File: config.mk
export PLATFORM = sky130hd
export DESIGN_NAME = instr_mem_readout
export DESIGN_NICKNAME = d
export VERILOG_FILES = /design/src/rtl/instr_mem_readout.sv
export SDC_FILE = /design/constraint.sdc
export NUM_CORES = 1
export LEC_CHECK = 0
export CORE_ASPECT_RATIO = 2
export CORE_MARGIN = 10
export CORE_UTILIZATION = 30
export DETAILED_ROUTE_END_ITERATION = 10
export HOLD_SLACK_MARGIN = 0.05
export PLACE_DENSITY = 0.63
export SKIP_CTS_REPAIR_TIMING = 1
export SYNTH_ARGS = -nofsm -noshare
export SYNTH_HDL_FRONTEND = slang
export SYNTH_SLANG_ARGS = --single-unit
File: constraint.sdc
create_clock -name clk -period 1.9 [get_ports clk]
set_clock_uncertainty 0.05 [all_clocks]
set_input_delay 0.57 -clock clk [delete_from_list [all_inputs] [get_ports clk]]
set_output_delay 0.57 -clock clk [all_outputs]
set_load 0.05 [all_outputs]
File: src/rtl/instr_mem_readout.sv
// -----------------------------------------------------------------------------
// instr_mem_readout
//   Steps through a packed instruction memory one entry at a time, driven by
//   a raw push button. The first press takes a snapshot of instrMem and shows
//   entry 0. Each later press shows the next entry. A press after the last
//   entry enters DONE, and one more press returns to IDLE.
//
//   Optional feature: define DEBOUNCE_EN to debounce the synchronized button.
//   The level is accepted only after DEB_CYCLES consecutive equal samples.
//
// Ports
//   clk         in   single clock, rising edge
//   rst_n       in   asynchronous active-low reset
//   instrMem    in   N_INSTR*W packed entries, entry k at [k*W +: W]
//   but_out     in   raw asynchronous step button, active high
//   output_val  out  W-bit displayed instruction (registered)
//   out_idx     out  index of the displayed instruction (registered)
//   out_valid   out  high while output_val/out_idx hold a displayed entry
//   done        out  high after the last entry has been stepped past
// -----------------------------------------------------------------------------
module instr_mem_readout #(
    parameter int N_INSTR    = 8,
    parameter int W          = 8,
    parameter int DEB_CYCLES = 16,
    localparam int IW        = (N_INSTR > 1) ? $clog2(N_INSTR) : 1
) (
    input  logic                 clk,
    input  logic                 rst_n,
    input  logic [N_INSTR*W-1:0] instrMem,
    input  logic                 but_out,
    output logic [W-1:0]         output_val,
    output logic [IW-1:0]        out_idx,
    output logic                 out_valid,
    output logic                 done
);

    typedef enum logic [1:0] {IDLE, SHOW, DONE} state_t;

    // ---------------- button conditioning ----------------
    logic sync1_q, sync2_q;
    logic started_q, arm_q, prev_q;
    logic level;
    logic press;

    // The synchronizer resets to 0, so a button held through reset release
    // would look like a fresh rising edge. arm_q blocks presses until the
    // button has been seen low after reset. started_q skips the first cycle,
    // when the flops still hold their reset zeros. After that first cycle,
    // sync1_q holds a real sample of the button.
    always_ff @(posedge clk or negedge rst_n) begin
        if (!rst_n) begin
            sync1_q   <= 1'b0;
            sync2_q   <= 1'b0;
            started_q <= 1'b0;
            arm_q     <= 1'b0;
            prev_q    <= 1'b0;
        end else begin
            sync1_q   <= but_out;
            sync2_q   <= sync1_q;
            started_q <= 1'b1;
            if (started_q && !sync1_q && !level)
                arm_q <= 1'b1;
            prev_q    <= level;
        end
    end

`ifdef DEBOUNCE_EN
    localparam int CW = $clog2(DEB_CYCLES + 1);
    logic [CW-1:0] deb_cnt_q;
    logic          deb_q;

    // The counter tracks how many samples in a row differ from the accepted
    // level. Any sample that equals the accepted level clears the count, so
    // a glitch shorter than DEB_CYCLES never changes deb_q.
    always_ff @(posedge clk or negedge rst_n) begin
        if (!rst_n) begin
            deb_cnt_q <= '0;
            deb_q     <= 1'b0;
        end else if (sync2_q == deb_q) begin
            deb_cnt_q <= '0;
        end else if (deb_cnt_q == CW'(DEB_CYCLES - 1)) begin
            deb_q     <= sync2_q;
            deb_cnt_q <= '0;
        end else begin
            deb_cnt_q <= deb_cnt_q + CW'(1);
        end
    end

    assign level = deb_q;
`else
    assign level = sync2_q;
`endif

    // One-cycle pulse on the accepted 0->1 transition. The pulse is internal
    // only; every output below is a register.
    assign press = level & ~prev_q & arm_q;

    // ---------------- readout FSM ----------------
    state_t                      state_q, state_d;
    logic [N_INSTR-1:0][W-1:0]   shadow_q, shadow_d;
    logic [W-1:0]                val_q, val_d;
    logic [IW-1:0]               idx_q, idx_d;
    logic                        valid_q, valid_d;
    logic                        done_q, done_d;
    logic [IW-1:0]               idx_nxt;

    assign idx_nxt = idx_q + IW'(1);

    always_ff @(posedge clk or negedge rst_n) begin
        if (!rst_n) begin
            state_q  <= IDLE;
            shadow_q <= '0;
            val_q    <= '0;
            idx_q    <= '0;
            valid_q  <= 1'b0;
            done_q   <= 1'b0;
        end else begin
            state_q  <= state_d;
            shadow_q <= shadow_d;
            val_q    <= val_d;
            idx_q    <= idx_d;
            valid_q  <= valid_d;
            done_q   <= done_d;
        end
    end

    always_comb begin
        state_d  = state_q;
        shadow_d = shadow_q;
        val_d    = val_q;
        idx_d    = idx_q;
        valid_d  = valid_q;
        done_d   = done_q;
        if (press) begin
            unique case (state_q)
                IDLE: begin
                    shadow_d = instrMem;
                    val_d    = instrMem[W-1:0];
                    idx_d    = '0;
                    valid_d  = 1'b1;
                    done_d   = 1'b0;
                    state_d  = SHOW;
                end
                SHOW: begin
                    if (idx_q != IW'(N_INSTR - 1)) begin
                        // Read from the snapshot, never from the live input.
                        idx_d = idx_nxt;
                        val_d = shadow_q[idx_nxt];
                    end else begin
                        val_d   = '0;
                        idx_d   = '0;
                        valid_d = 1'b0;
                        done_d  = 1'b1;
                        state_d = DONE;
                    end
                end
                DONE: begin
                    val_d   = '0;
                    idx_d   = '0;
                    valid_d = 1'b0;
                    done_d  = 1'b0;
                    state_d = IDLE;
                end
                default: state_d = IDLE;
            endcase
        end
    end

    assign output_val = val_q;
    assign out_idx    = idx_q;
    assign out_valid  = valid_q;
    assign done       = done_q;

endmodule

# After elaboration in Yosys (flattened, before gate mapping)
# Cells that the tools add are included.
[totals]
elab_cells = 53
input_bits = 67
out_inout_bits = 13
ff_bits = 84
[op_classes]
eq_ne = 4
muxes = 12
n_addsub = 1
order_cmp = 1
reduce_logical = 14
bitwise_logic = 3
[op_table]
columns = ["operator", "count"]
rows = [
  ["$bmux W8 S3", 1],
  ["$pmux W8 S3", 1],
  ["$mux W8", 2],
  ["$reduce_and A2 Y1", 4],
  ["$pmux W3 S2", 1],
  ["$reduce_and A3 Y1", 2],
  ["$lt A3 B4 Y1 const B", 1],
  ["$pmux W2 S2", 1],
  ["$add A3 B1 Y3 const B", 1],
  ["$mux W3", 1],
  ["$ne A3 B3 Y1 const B", 1],
  ["$pmux W1 S3", 1],
  ["$reduce_bool A3 Y1", 1],
  ["$and A1 B1 Y1", 2],
  ["$eq A2 B1 Y1 const B", 1],
  ["$eq A2 B2 Y1 const B", 1],
  ["$logic_and A1 B1 Y1", 2],
  ["$logic_not A1 Y1", 2],
  ["$logic_not A2 Y1", 1],
  ["$mux W1", 2],
  ["$mux W2", 1],
  ["$ne A2 B2 Y1 const B", 1],
  ["$pmux W1 S2", 1],
  ["$reduce_bool A2 Y1", 1],
  ["other kinds (2)", 2],
]

# Logic depth before layout (Yosys ltp)
[depth]
word_depth = 5
depth_mapped = 6
mapped_depth_nobuf = 5

# Worst setup path before layout
# OpenSTA, ideal clock, no wires.
[synth_path]
path_type = "register to register"
from = "register idx_q[0] (netlist: out_idx[0])"
to = "register val_q[0] (netlist: output_val[0])"
path_stages_with_launch = 7
required_time_ns = 1.707
arrival_time_ns = 1.813
setup_ns = 0.143
n_path_buf = 2
slack_ns = -0.106
period_less_slack_ns = 2.006
cell_sequence = "dfrtp_1 -> ha_1 -> buf_2 -> buf_2 -> mux4_2 -> mux2i_1 -> o221ai_1"
[synth_between]
elab_chain_len = 5
word_cells_on_any_way = 6
classes_between = "1 x add/sub; 1 x eq/ne; 4 x mux"
[synth_lines]
columns = ["item", "line", "rtl"]
rows = [
  ["start, declared", "102", "logic [IW-1:0] idx_q, idx_d;"],
  ["start signal, assigned", "121", "idx_q <= idx_d;"],
  ["$add A3 B1 Y3", "107", "assign idx_nxt = idx_q + IW'(1);"],
  ["$bmux W8 S3", "148", "val_d = shadow_q[idx_nxt];"],
  ["$mux W8 (implied by the code)", "148", ""],
  ["$mux W8 *", "145", "if (idx_q != IW'(N_INSTR - 1)) begin"],
  ["$pmux W8 S3 *", "135", "unique case (state_q)"],
  ["end signal, assigned", "120", "val_q <= val_d;"],
  ["end, declared", "101", "logic [W-1:0] val_q, val_d;"],
]
# Every way passes the cells marked *; elsewhere a longest branch is shown, timed or not. The select of a mux whose other input is x is not followed.
# A chain may end at the register's enable or synchronous reset.

# Worst setup path in the final report
[layout_path]
from = "register idx_q[1] (netlist: out_idx[1])"
to = "register val_q[6] (netlist: output_val[6])"
# The elaborated chain is that of the path after synthesis.

==> reports/qor.csv <==
stage;metric;value;unit
outcome;status;finished clean;
placed_design;place_congestion;0.806;
power_and_ir_drop;p_per_area;1640;mW/mm²
power_and_ir_drop;switching_power;2690;µW
timing;hold_viol;0;
synthesis;synth_top_area_frac;0.553;
grt;grt_max_degree;44;
placed_design;dpl.hpwl;7060;µm
die;core_region_area;0.0125;mm²
routing;drc;0;
final_layout;layout_commonest_cell;dfrtp_1;
timing;finalCritPeriodShare;0.938;
power_and_ir_drop;netSwitchingFraction;0.314;
timing;whs;0.104;ns
clocking;worstSkewPairLatency;0.34;ns
critical_path;critPathRequiredTime;2.05;ns
clocking;cts_buffers;9;
die;start_util;0.304;
critical_path;r2r_start;out_idx[1];
routing;wirelength;9140;µm
final_layout;area_delta_synth_final;37.4;%
final_layout;drive_gt1_frac;0.354;
flow_run;drv_cap;0;
critical_path;critPathLaunchType;flip-flop;
die;num_io_pins;80;
routing;wl_met1;3320;µm
routing;routed_via_density;4.84;
clocking;htreeDepth;3;
synthesis;synth_largest_area_cell;dfrtp_1;
final_layout;multi_input_area;0.00157;mm²
critical_path;path_max_fanout;16;
grt;grtUsageTotal;0.104;
synthesis;ys_ff_latch;84;
synthesis;synth_cells;246;
critical_path;reg2reg_to;output_val[6];
final_layout;layout_common_cells;dfrtp_1 (82), mux2_2 (66), clkdlybuf4s50_1 (65);
critical_path;crit_type;reg2reg;
critical_path;rr_worst_depth;5;
die;die_w;99.6;µm
clocking;clk_pin_slew_worst_paths;0.06;ns
placed_design;port_buffers;79;
critical_path;timing.reg2reg.setup_slack;0.12;ns
clocking;clockRootBuffer;clkbuf_16;
power_and_ir_drop;ir_worst_vdd;713;µV
final_layout;fin_cells;489;
final_layout;diodes;0;
synthesis;yosysUniqueCellTypes;30;
final_layout;regArea;0.00210;mm²
final_layout;utilization;0.418;
power_and_ir_drop;combPwrFrac;0.414;
routing;route.met2.wl;5270;µm
die;fp-row-count;58;
clocking;tritoncts;yes;
synthesis;yosysWarnings;0;
synthesis;synth_area;0.00380;mm²
timing;drv_slew;0;
grt;grt_pass1_vias;2688;
synthesis;ys_seq_area_frac;0.553;
timing;setup_viol;0;
clocking;cts.path.max_buffers;2;
die;dieArea;0.0178;mm²
critical_path;arrival;1.94;ns
die;fp.dieH;179;µm
power_and_ir_drop;p_int;5860;µW
critical_path;worst_setup_path_end_kind;flip-flop;
timing;tns;0;ns
grt;antenna_found_initial;0;
routing;wire_per_inst;18.7;µm
routing;vias;2366;
synthesis;synth_area_leaders;dfrtp_1 (55%), mux2_2 (20%), mux4_1 (5.5%);
final_layout;layout.nets;407;
placed_design;dpl.cell_count;473;
grt;grt_pass1_wl;14300;µm
power_and_ir_drop;power_frac_seq;0.360;
routing;wl_met3;341;µm
timing;max_freq;561;MHz
routing;top_layer;met4;
power_and_ir_drop;p_clk_frac;0.225;
final_layout;fillers;1176;
synthesis;avgSynthCellArea;15.4;µm²
timing;period_needed;1.78;ns
synthesis;syn_nets;319;
worst_hold_path;hp-class;in2async;
clocking;cts_sinks;84;
grt;grt_overflow_total;0;
routing;ant_nets;0;
routing;initialDrtViolationCount;125;
timing;grt_setup_unrepaired;false;
power_and_ir_drop;leakage;0.00216;µW
routing;firstDrtPassIters;4;
## per-stage QoR
stage / total power [µW] / area, µm² / worst slack (ns)
6_report: 8550 / 5220 / 0.119
5_1_grt: 9050 / 5220 / 0.0322
4_1_cts: 8660 / 5220 / 0.0928
3_5_place_dp: 6710 / 4880 / 0.118
3_3_place_gp: 6570 / 4880 / 0.153
2_1_floorplan: 5440 / 3800 / 0.00320
## layer usage
layer  vias to the layer above  global-route usage
met4                         0              0.0486
met5                         -                   0
met2                        48               0.192
li1                       1090                   -
met3                        12              0.0266
met1                      1216               0.105
## registers in the layout, summed over array words and instances (netlist names)
name and count:
arm_q 1, done 1, level 1, out_idx 3, out_valid 1, output_val 8, prev_q 1, shadow_q 64
started_q 1, state_q 2, sync1_q 1
## critical path, stage by stage (launching register included)
cell and delay (ns):
dfrtp_2 0.43, ha_1 0.35, buf_12 0.17, mux4_1 0.32, mux2i_1 0.18, o221ai_1 0.12
## cell families after synthesis
group | count (synthesis) | share of synthesized area
flip-flops | 84 | 0.553
adder cells (fa/ha/maj) | 6 | 0.0198
buffers and inverters | 25 | 0.0346
AND/OR/NAND/NOR | 25 | 0.0418
AO/OA/AOI/OAI | 15 | 0.0303
other | 1 | 0.000987
multiplexers | 90 | 0.319
## how the worst max path moves through the flow
| stage | startpoint | end | slack (ns) | cells past startpoint |
|---|---|---|---|---|
| final | out_idx[1] | output_val[6] | 0.12 | 5 |
| after global routing | out_idx[1] | output_val[5] | 0.03 | 5 |
| after CTS | out_idx[1] | output_val[6] | 0.09 | 5 |
| after detailed placement | out_idx[1] | output_val[6] | 0.12 | 5 |
| after global placement | out_idx[1] | output_val[2] | 0.15 | 5 |
| after floorplan | out_idx[0] | output_val[0] | 0.003 | 6 |
## final cells by class
class / instances / area share
Clock buffer: 11 / 0.0484
Sequential cell: 84 / 0.403
Timing Repair Buffer: 90 / 0.187
Clock inverter: 5 / 0.0161
Inverter: 12 / 0.00863
Tap cell: 150 / 0.0359
Multi-Input combinational cell: 137 / 0.301
## synth_stat cells
cell,n
dfrtp_1,84
mux2_2,66
inv_1,12
nand3b_1,9
buf_2,8
mux2i_1,8
mux4_1,8
mux4_2,8
o221ai_1,8
ha_1,6
nor2_1,6
clkbuf_1,2
nand3_1,2
nor3_1,2
o21ai_0,2
a21o_1,1
a21oi_1,1
a31oi_1,1
and3b_1,1
and4bb_2,1
buf_12,1
buf_4,1
buf_6,1
conb_1,1
nand2_2,1
nand4b_1,1
nor2b_1,1
nor4_1,1
o31ai_1,1
o41ai_1,1
## power by group through the flow
stage               combinational, µW  sequential (µW)  clock (µW)
finish                           3540             3080        1930
global route                     3820             3170        2060
CTS                              3600             3090        1970
detailed placement               3590             3120           0
global placement                 3510             3060           0
floorplan                        2100             3340           0
(Power assumes the default switching activity.)
